`src/rtl/xillybus_seekable_mem.sv`:
```
// Seekable word memory behind a Xillybus-style read/write stream pair.
// A single pointer addresses the memory. Each accepted access advances it,
// and a seek loads it directly. With WRAP=0, running past the last word
// parks the pointer in an "end" state that reports EOF/empty/full.
module xillybus_seekable_mem #(
    parameter int DATA_W = 8,
    parameter int ADDR_W = 5,
    parameter int WRAP   = 1
) (
    input  logic              bus_clk,
    input  logic              bus_rst_n,
    input  logic              user_r_rden,
    output logic              user_r_empty,
    output logic [DATA_W-1:0] user_r_data,
    output logic              user_r_eof,
    input  logic              user_r_open,
    input  logic              user_w_wren,
    output logic              user_w_full,
    input  logic [DATA_W-1:0] user_w_data,
    input  logic              user_w_open,
    input  logic [ADDR_W-1:0] user_addr,
    input  logic              user_addr_update
);

    localparam int DEPTH = 1 << ADDR_W;

    logic [DATA_W-1:0] mem_q [DEPTH];

    logic [ADDR_W:0]   ptr_q, ptr_d;
    logic [DATA_W-1:0] rdata_q, rdata_d;
    logic              end_q, end_d;

    logic              atEnd;
    logic              doWrite;
    logic              doRead;
    logic              accepted;
    logic              streamsClosed;
    logic [ADDR_W-1:0] wordAddr;

    // Decode which accesses are accepted this cycle and where they land
    always_comb begin
        atEnd         = ptr_q[ADDR_W];
        wordAddr      = ptr_q[ADDR_W-1:0];
        doWrite       = user_w_wren && !atEnd;
        doRead        = user_r_rden && !atEnd;
        accepted      = doWrite || doRead;
        streamsClosed = !user_r_open && !user_w_open;
    end

    // Next pointer: a seek wins, then a close rewinds to 0, then one step per accepted cycle
    always_comb begin
        ptr_d = ptr_q;
        if (user_addr_update) begin
            ptr_d = {1'b0, user_addr};
        end else if (streamsClosed) begin
            ptr_d = '0;
        end else if (accepted) begin
            if (WRAP != 0) begin
                ptr_d = {1'b0, wordAddr + {{(ADDR_W-1){1'b0}}, 1'b1}};
            end else begin
                ptr_d = ptr_q + {{ADDR_W{1'b0}}, 1'b1};
            end
        end
        end_d = ptr_d[ADDR_W];
    end

    // Read data updates only on an accepted read; the write lands on the same edge, so
    // the word returned is the one that was there before the write
    always_comb begin
        rdata_d = rdata_q;
        if (doRead) begin
            rdata_d = mem_q[wordAddr];
        end
    end

    // Pointer, read register and end-state flag, cleared asynchronously
    always_ff @(posedge bus_clk or negedge bus_rst_n) begin
        if (!bus_rst_n) begin
            ptr_q   <= '0;
            rdata_q <= '0;
            end_q   <= 1'b0;
        end else begin
            ptr_q   <= ptr_d;
            rdata_q <= rdata_d;
            end_q   <= end_d;
        end
    end

    // Memory array write port; the array carries no reset so it maps onto block RAM
    always_ff @(posedge bus_clk) begin
        if (doWrite) begin
            mem_q[wordAddr] <= user_w_data;
        end
    end

    assign user_r_data  = rdata_q;
    assign user_r_empty = end_q;
    assign user_r_eof   = end_q;
    assign user_w_full  = end_q;

endmodule

```
`config.mk`:
```
export PLATFORM = sky130hd
export DESIGN_NAME = xillybus_seekable_mem
export DESIGN_NICKNAME = d
export VERILOG_FILES = /design/src/rtl/xillybus_seekable_mem.sv
export SDC_FILE = /design/constraint.sdc
export NUM_CORES = 1
export LEC_CHECK = 0
export CORE_MARGIN = 5
export CORE_UTILIZATION = 38
export DETAILED_ROUTE_END_ITERATION = 6
export SLEW_MARGIN = 25
export SYNTH_ARGS = -nofsm -noshare
export SYNTH_HDL_FRONTEND = slang
export SYNTH_SLANG_ARGS = --single-unit
```
`constraint.sdc`:
```
create_clock -name bus_clk -period 2.5 [get_ports bus_clk]
set_clock_uncertainty 0.05 [all_clocks]
set_input_delay 0.5 -clock bus_clk [delete_from_list [all_inputs] [get_ports bus_clk]]
set_output_delay 0.5 -clock bus_clk [all_outputs]
set_load 0.01 [all_outputs]
```
* Word level (Yosys, flattened, before mapping)
Memories as Yosys holds them, arrays and structs flattened. A register that Yosys moved wholly into a read port is not among the register bits.
Index checks and enable logic that the tools add are counted.
** Cells by class
- Muxes and demuxes :: 5
- Add/subtract/negate cells :: 1
- Reductions and logical operators :: 9
** Operators with widths (number)
- $mux 6 :: 3
- $add 5x1->5 const B :: 1
- $logic_not 1->1 :: 4
- $logic_and 1x1->1 :: 3
- $reduce_bool 3->1 :: 1
- $mux 1 :: 2
- $logic_or 1x1->1 :: 1
** Word-level totals
- Memories kept :: 1
- Bits in writable memories :: 256
- Output and inout bits :: 11
- Register bits after elaboration :: 6
- Bits of input ports :: 20
** Memories
- mem_q :: depth 32, width 8, read ports 1, clocked after memory_dff 1, wr ports 1, RTL line 27 : logic [DATA_W-1:0] mem_q [DEPTH];

* Logic depth before layout (Yosys ltp)
Gate-level depths: netlist (run 1).
- Word-level depth :: 6
- Depth in mapped cells :: 8
- Gate-level depth less buffers :: 5

* Worst setup path before layout (run 1)
No wires, ideal clock.
- Kind :: register -> register
- Start :: register ptr_q[1]
- End :: memory mem_q[20][0], enable pin
- Arrival time :: 1.736 ns
- Library setup time :: 0.370 ns
- Slack :: 0.343 ns
- Cell stages (with the launch flop) :: 8
- Data required time :: 2.080 ns
- Cell sequence :: dfrtp_1 -> buf_6 -> buf_4 -> buf_2 -> inv_1 -> ha_1 -> nand2_1 -> nor2_1
** RTL lines
- start, declared :: RTL line 29 : logic [ADDR_W:0] ptr_q, ptr_d;
- start signal, assigned :: RTL line 83 : ptr_q <= ptr_d;
- end, declared :: RTL line 27
Straight into the memory's write port.

==> metrics, run 1 <==
HPWL Detailed=16.1 mm; Final ANT Viol Nets=0; Synth top area share=72.5%; hold crit path type=in -> async; row count=61; max-slew violation count=0; Pleak=4.23 nW; Vias=5740; core area=0.0276 sq mm; drt initial violations=500; layout cells sized above 1=23.1%; Cell Area, Synth=0.0106 sq mm; gr ovfl total=0; Levels on crit path=5; relative slew slack=46.0%; CP Data Required Time=2850 ps; initial antenna violation count=0; met3 Track Usage GR=2.46%; post-synth cell types=46; Initial Utilization=38.4%; gr usage total=15.9%; Total Routed Length=24.7 mm; fraction of registers with async set/reset=4.83%; most frequent cells after synthesis=edfxtp_1 (256), nor2_1 (58), mux2i_1 (44); Remaining DRCs=0; Cell Area, Placed=0.0117 sq mm; die width=177 microns; Min Clock Period, post-route=2340 ps; final hold vios=0; crit-path max FO=26; status=finished clean; largest net degree at the start of global routing=33; setup bufs post-CTS=0; drt wl/cell=roughly 23 microns; Setup WS post-layout=165 ps; 1st-pass router iterations=5; Worst-Margin Slew=808 ps; depth of the worst register-to-register path=5; latest clock arrival within the worst-skew pair=530 ps; final instance area=0.0127 sq mm; post-synthesis sequential area ratio=about 76%; Port-buffer cells=27; DP Worst Slack=between 150 and 200 ps; count leader, synth=edfxtp_1; Worst Path Buf+Inv=1; met2 usage in global routing=25.9%; slowest stage delay, CP=600 ps; Syn-to-layout area delta=20.2%; Final nets=696; Most used DFF post-synth=edfxtp_1; Top delay family on crit path=flip-flops; Max Cap Viol=0; Die ar.=0.0313 sq mm; Peak Freq=428 MHz; H-tree level count=1; vias in the first global route=5987; Final setup viols=0; GR peak layer=met2; Syn Area/Cell=18.3 sq um; Vias per Instance=5.36; post_cts resized=0; Syn. warnings=0; CTS tree=built; Max Root-Sink Buffers=3; Clock Pin Slew Worst Setup and Hold Paths=70 ps; TritonCTS Buffers=27; crit path DAT=2690 ps; Post-Syn Instances=between 500 and 600; P per Cell Area=846 mW/mm^2; setup TNS=0 ps; Antenna Cells=0; crit-path cells=buf_12 > mux4_2 > a32o_1 > nor4_1 > a31oi_1; WS Path Type=reg -> reg; GR Layer Usage met1=a little over a fifth; worst vdd ir=600 uV; first-pass GRT wire length=37.4 mm; RD Place Congestion=about 0.86; Worst Setup End Kind=flop; Startpoint Class=flop; hold buffer count at cts=0; Die Span Y=between 150 and 200 microns; Tcrit/Tclk final=roughly 93%; Critical-path top delay cell=dfrtp_2; number of synthesized flops with an enable pin=256; RSZ-0062 raised after global routing=false; synthesized flop and latch total=269; Root Buffer=clkbuf_16; dominant cell type by area after synthesis=edfxtp_1; # IOs=31; clk sink count=269; largest cells by area after synthesis=edfxtp_1 (73%), mux4_2 (8.7%), mux2i_1 (4.2%), dfrtp_1 (3.1%), nor2_1 (2.1%)
[layer usage]
layer | vias to the layer above | wire length, microns
met5 | - | 0
li1 | 2508 | -
met4 | 0 | 850
met2 | 239 | 11900
met1 | 2936 | 10500
met3 | 57 | 1490
[power breakdown]
part,leakage [nW],switching (mW),internal [mW]
Sequential,2.46,0.110,5.04
Clock,0.499,1.68,2.91
Combinational,1.28,0.579,0.459
Total,4.23,2.37,8.41
[worst reg2reg max path: stages (launching register included)]
cell     delay (ps)
dfrtp_2         600
buf_12          270
mux4_2          630
a32o_1          240
nor4_1          270
a31oi_1         150
[placed cells by master, fill, tap and decap left out, types with 3 or more instances in the layout]
master and count:
a211oi_1 3, a21oi_1 19, a22oi_1 7, a31oi_1 8
a32o_1 3, buf_12 3, buf_4 64, bufinv_16 9
clkbuf_16 27, clkdlybuf4s50_1 27, clkinv_1 3, clkinv_2 6
conb_1 3, dfrtp_1 11, edfxtp_1 256, ha_1 4
mux2i_1 44, mux4_2 41, nand2_1 23, nand3_1 6
nand4_1 3, nor2_1 58, nor2b_1 3, nor4_1 6
o21ai_0 8, o22ai_1 11
[registers in the layout, indices dropped and copies added (netlist names)]
name         cells
mem_q          256
user_r_data      8
ptr_q            5
[area by class of cell]
type / instances / area (sq um)
multi-input cells: 277 / 2400
inverters: 3 / 11.3
clock inverters: 22 / 344
clock buffers: 28 / 679
fillers: 2365 / 14900
well taps: 378 / 473
flip-flops and latches: 269 / 8020
repair buffers: 94 / 811
[logic make-up after synthesis]
group | Yosys count | share of synthesized area (%)
and+or+nand+nor | 111 | 4.59
other | 1 | 0.0354
AOI/OAI and AO/OA | 72 | 4.39
adders and majority gates | 4 | 0.472
buffers and inverters | 35 | 1.81
muxes | 87 | 13.1
DFF | 269 | 75.6
[final timing paths]
check / from / end / slack [ps]
worst max-delay path: ptr_q[0]$_DFFE_PN0P_ / user_r_data[7]$_DFFE_PN0P_ / 160
worst min-delay path: bus_rst_n / user_r_data[1]$_DFFE_PN0P_ / 380
worst max register to register: ptr_q[0]$_DFFE_PN0P_ / user_r_data[7]$_DFFE_PN0P_ / 160
worst min register to register: user_r_data[6]$_DFFE_PN0P_ / user_r_data[6]$_DFFE_PN0P_ / 530
max in group asynchronous: bus_rst_n / ptr_q[1]$_DFFE_PN0P_ / 1430
min in group bus_clk: user_addr[1] / ptr_q[1]$_DFFE_PN0P_ / 500
[stage by stage]
stage	total power [mW]	std cells	utilization (%)	hold slack, ps
after floorplan	5.79	581	-	154
after global placement	6.27	1021	42.4	511
after detailed placement	6.29	1021	42.4	518
after CTS	10.8	1071	46.1	377
after global routing	11.1	1071	46.1	417
final	10.8	1071	46.1	379
No activity file was read; power rests on OpenSTA's default activity.
==> inputs of run 2 (changes only) <==
--- a/config.mk
+++ b/config.mk
@@ -7,7 +7,9 @@
 export LEC_CHECK = 0
 export CORE_MARGIN = 5
 export CORE_UTILIZATION = 38
+export CTS_CLUSTER_DIAMETER = 150
 export DETAILED_ROUTE_END_ITERATION = 6
+export REMOVE_ABC_BUFFERS = 1
 export SLEW_MARGIN = 25
 export SYNTH_ARGS = -nofsm -noshare
 export SYNTH_HDL_FRONTEND = slang
==> metrics, run 2 (synthesis results as in run 1) <==
status=finished clean (unchanged); setup TNS=0 ps (unchanged); relative slew slack=40.7% (was 46.0%); Remaining DRCs=0 (unchanged); TritonCTS Buffers=26 (was 27); Peak Freq=423 MHz (was 428 MHz); Core Util, Final=45.4% (was 46.1%); most common library cell in the layout ignoring fill and taps=edfxtp_1 (unchanged); Clock Pin Slew Worst Setup and Hold Paths=60 ps (was 70 ps); max-slew violation count=0 (unchanged); layout cells sized above 1=21.7% (was 23.1%); RSZ-0062 raised after global routing=false (unchanged); Worst-Margin Slew=886 ps (was 808 ps); first-pass GRT wire length=37.2 mm (was 37.4 mm); crit-path max FO=17 (was 26); drt initial violations=558 (was 500); Min Clock Period, post-route=2370 ps (was 2340 ps); hold crit path type=in -> async (unchanged); Tcrit/Tclk final=94.6% (was 93.4%); depth of the worst register-to-register path=5 (unchanged); Final nets=690 (was 696); vias in the first global route=5936 (was 5987); initial antenna violation count=0 (unchanged); core area=0.0276 sq mm (unchanged); final hold vios=0 (unchanged); Setup WS post-layout=134 ps (was 165 ps); Largest register FFs=256 (unchanged); CP Data Required Time=2830 ps (was 2850 ps); Max Cap Viol=0 (unchanged); crit path DAT=2690 ps (about the same); hold buffer count at cts=0 (unchanged); die width=177 microns (unchanged); Setup crit start=ptr_q[1]$_DFFE_PN0P_ (was ptr_q[0]$_DFFE_PN0P_); Hold Worst Slack=344 ps (was 379 ps); setup bufs post-CTS=0 (unchanged); Die ar.=0.0313 sq mm (unchanged); reg-to-reg slack, setup=130 ps (was 160 ps); RD Place Congestion=0.834 (was 0.859); Setup crit end=user_r_data[7]$_DFFE_PN0P_ (unchanged); Vias per Instance=5.30 (was 5.36); Worst Setup End Kind=flop (unchanged); worst vdd ir=615 uV (was 600 uV); Final ANT Viol Nets=0 (unchanged); Max Root-Sink Buffers=3 (unchanged); Root Buffer=clkbuf_16 (unchanged); HPWL Detailed=15.9 mm (was 16.1 mm); largest net degree at the start of global routing=33 (unchanged); # IOs=31 (unchanged); Power, Total=10.1 mW (was 10.8 mW); DP Worst Slack=43.3 ps (was 172 ps); WS Path Type=reg -> reg (unchanged); clk sink count=269 (unchanged); gr ovfl total=0 (unchanged); 1st-pass router iterations=5 (unchanged); Final setup viols=0 (unchanged); CTS tree=built (unchanged); Die Span Y=177 microns (unchanged); filler instances=2416 (was 2365); Startpoint Class=flop (unchanged); H-tree level count=1 (unchanged); latest clock arrival within the worst-skew pair=520 ps (was 530 ps); P per Cell Area=808 mW/mm^2 (was 846 mW/mm^2); Vias=5635 (was 5740); Total Routed Length=24.2 mm (was 24.7 mm); row count=61 (unchanged); reg-to-reg startpoint=ptr_q[1]$_DFFE_PN0P_ (was ptr_q[0]$_DFFE_PN0P_); Syn-to-layout area delta=18.4% (was 20.2%); Antenna Cells=0 (unchanged); gr usage total=15.7% (was 15.9%); Biggest register=mem_q (unchanged); Pleak=4.13 nW (was 4.23 nW); Initial Utilization=38.4% (unchanged); drt wl/cell=22.8 microns (was 23.0 microns); most frequent cells in the layout=edfxtp_1 (256), buf_4 (60), nor2_1 (58) (was edfxtp_1 (256), buf_4 (64), nor2_1 (58)); R2R Path End=user_r_data[7]$_DFFE_PN0P_ (unchanged); Port-buffer cells=27 (unchanged)
==> run 2: cell count changes in the layout (fill, tap and decap cells not counted), moves of 2 or more <==
cell       previous run  this run
clkinv_2              6         3
buf_4                64        60
inv_6                 2         0
bufinv_16             9         3
clkbuf_8              0         3
clkbuf_1              1         7
==> run 2: area by class of cell <==
type                    instances  area, sq um  area share [%]
inverters                       3         11.3          0.0897
flip-flops and latches        269         8020            63.9
clock inverters                11          136            1.09
well taps                     378          473            3.77
multi-input cells             277         2400            19.2
repair buffers                 89          761            6.06
clock buffers                  37          743            5.92
==> run 2: worst min-delay path by stage <==
stage,slack [ps],startpoint,end,cells after the start
CTS,350,bus_rst_n,user_r_data[2]$_DFFE_PN0P_,1
detailed placement,510,user_r_data[4]$_DFFE_PN0P_,user_r_data[4]$_DFFE_PN0P_,1
floorplan,150,bus_rst_n,ptr_q[0]$_DFFE_PN0P_,0
finish,340,bus_rst_n,ptr_q[4]$_DFFE_PN0P_,1
global route,390,bus_rst_n,ptr_q[4]$_DFFE_PN0P_,1
global placement,510,user_r_data[4]$_DFFE_PN0P_,user_r_data[4]$_DFFE_PN0P_,1
==> run 2: layer usage <==
layer	GRT usage (%)	vias up	part of all wire, %
met5	0	-	0
met4	3.84	0	1.9
met3	2.03	34	5.4
met2	26.6	187	50
met1	21.9	2916	43
li1	-	2498	-
==> run 2: worst max-delay path, cell delays in order, from the launching register on <==
cell and delay, ps:
dfrtp_4 580, buf_4 320, mux4_2 370, a32o_1 330, nor4_1 410, a31oi_1 160
==> run 2: through the flow <==
step	std cells	cell area, sq um
floorplan	549	10400
global placement	1016	11700
detailed placement	1016	11700
CTS	1064	12500
global route	1064	12500
finish	1064	12500
==> run 2: repair_timing <==
item | in CTS | in global routing
endpoints found under the setup margin | 0 | 2
endpoints found under the hold margin | 0 | 0
gates resized for setup | 0 | 1
==> run 2: power breakdown <==
group / switching (mW) / internal (mW)
Sequential: 0.0928 / 5.04
Combinational: 0.595 / 0.442
Clock: 1.59 / 2.38
Total: 2.28 / 7.86
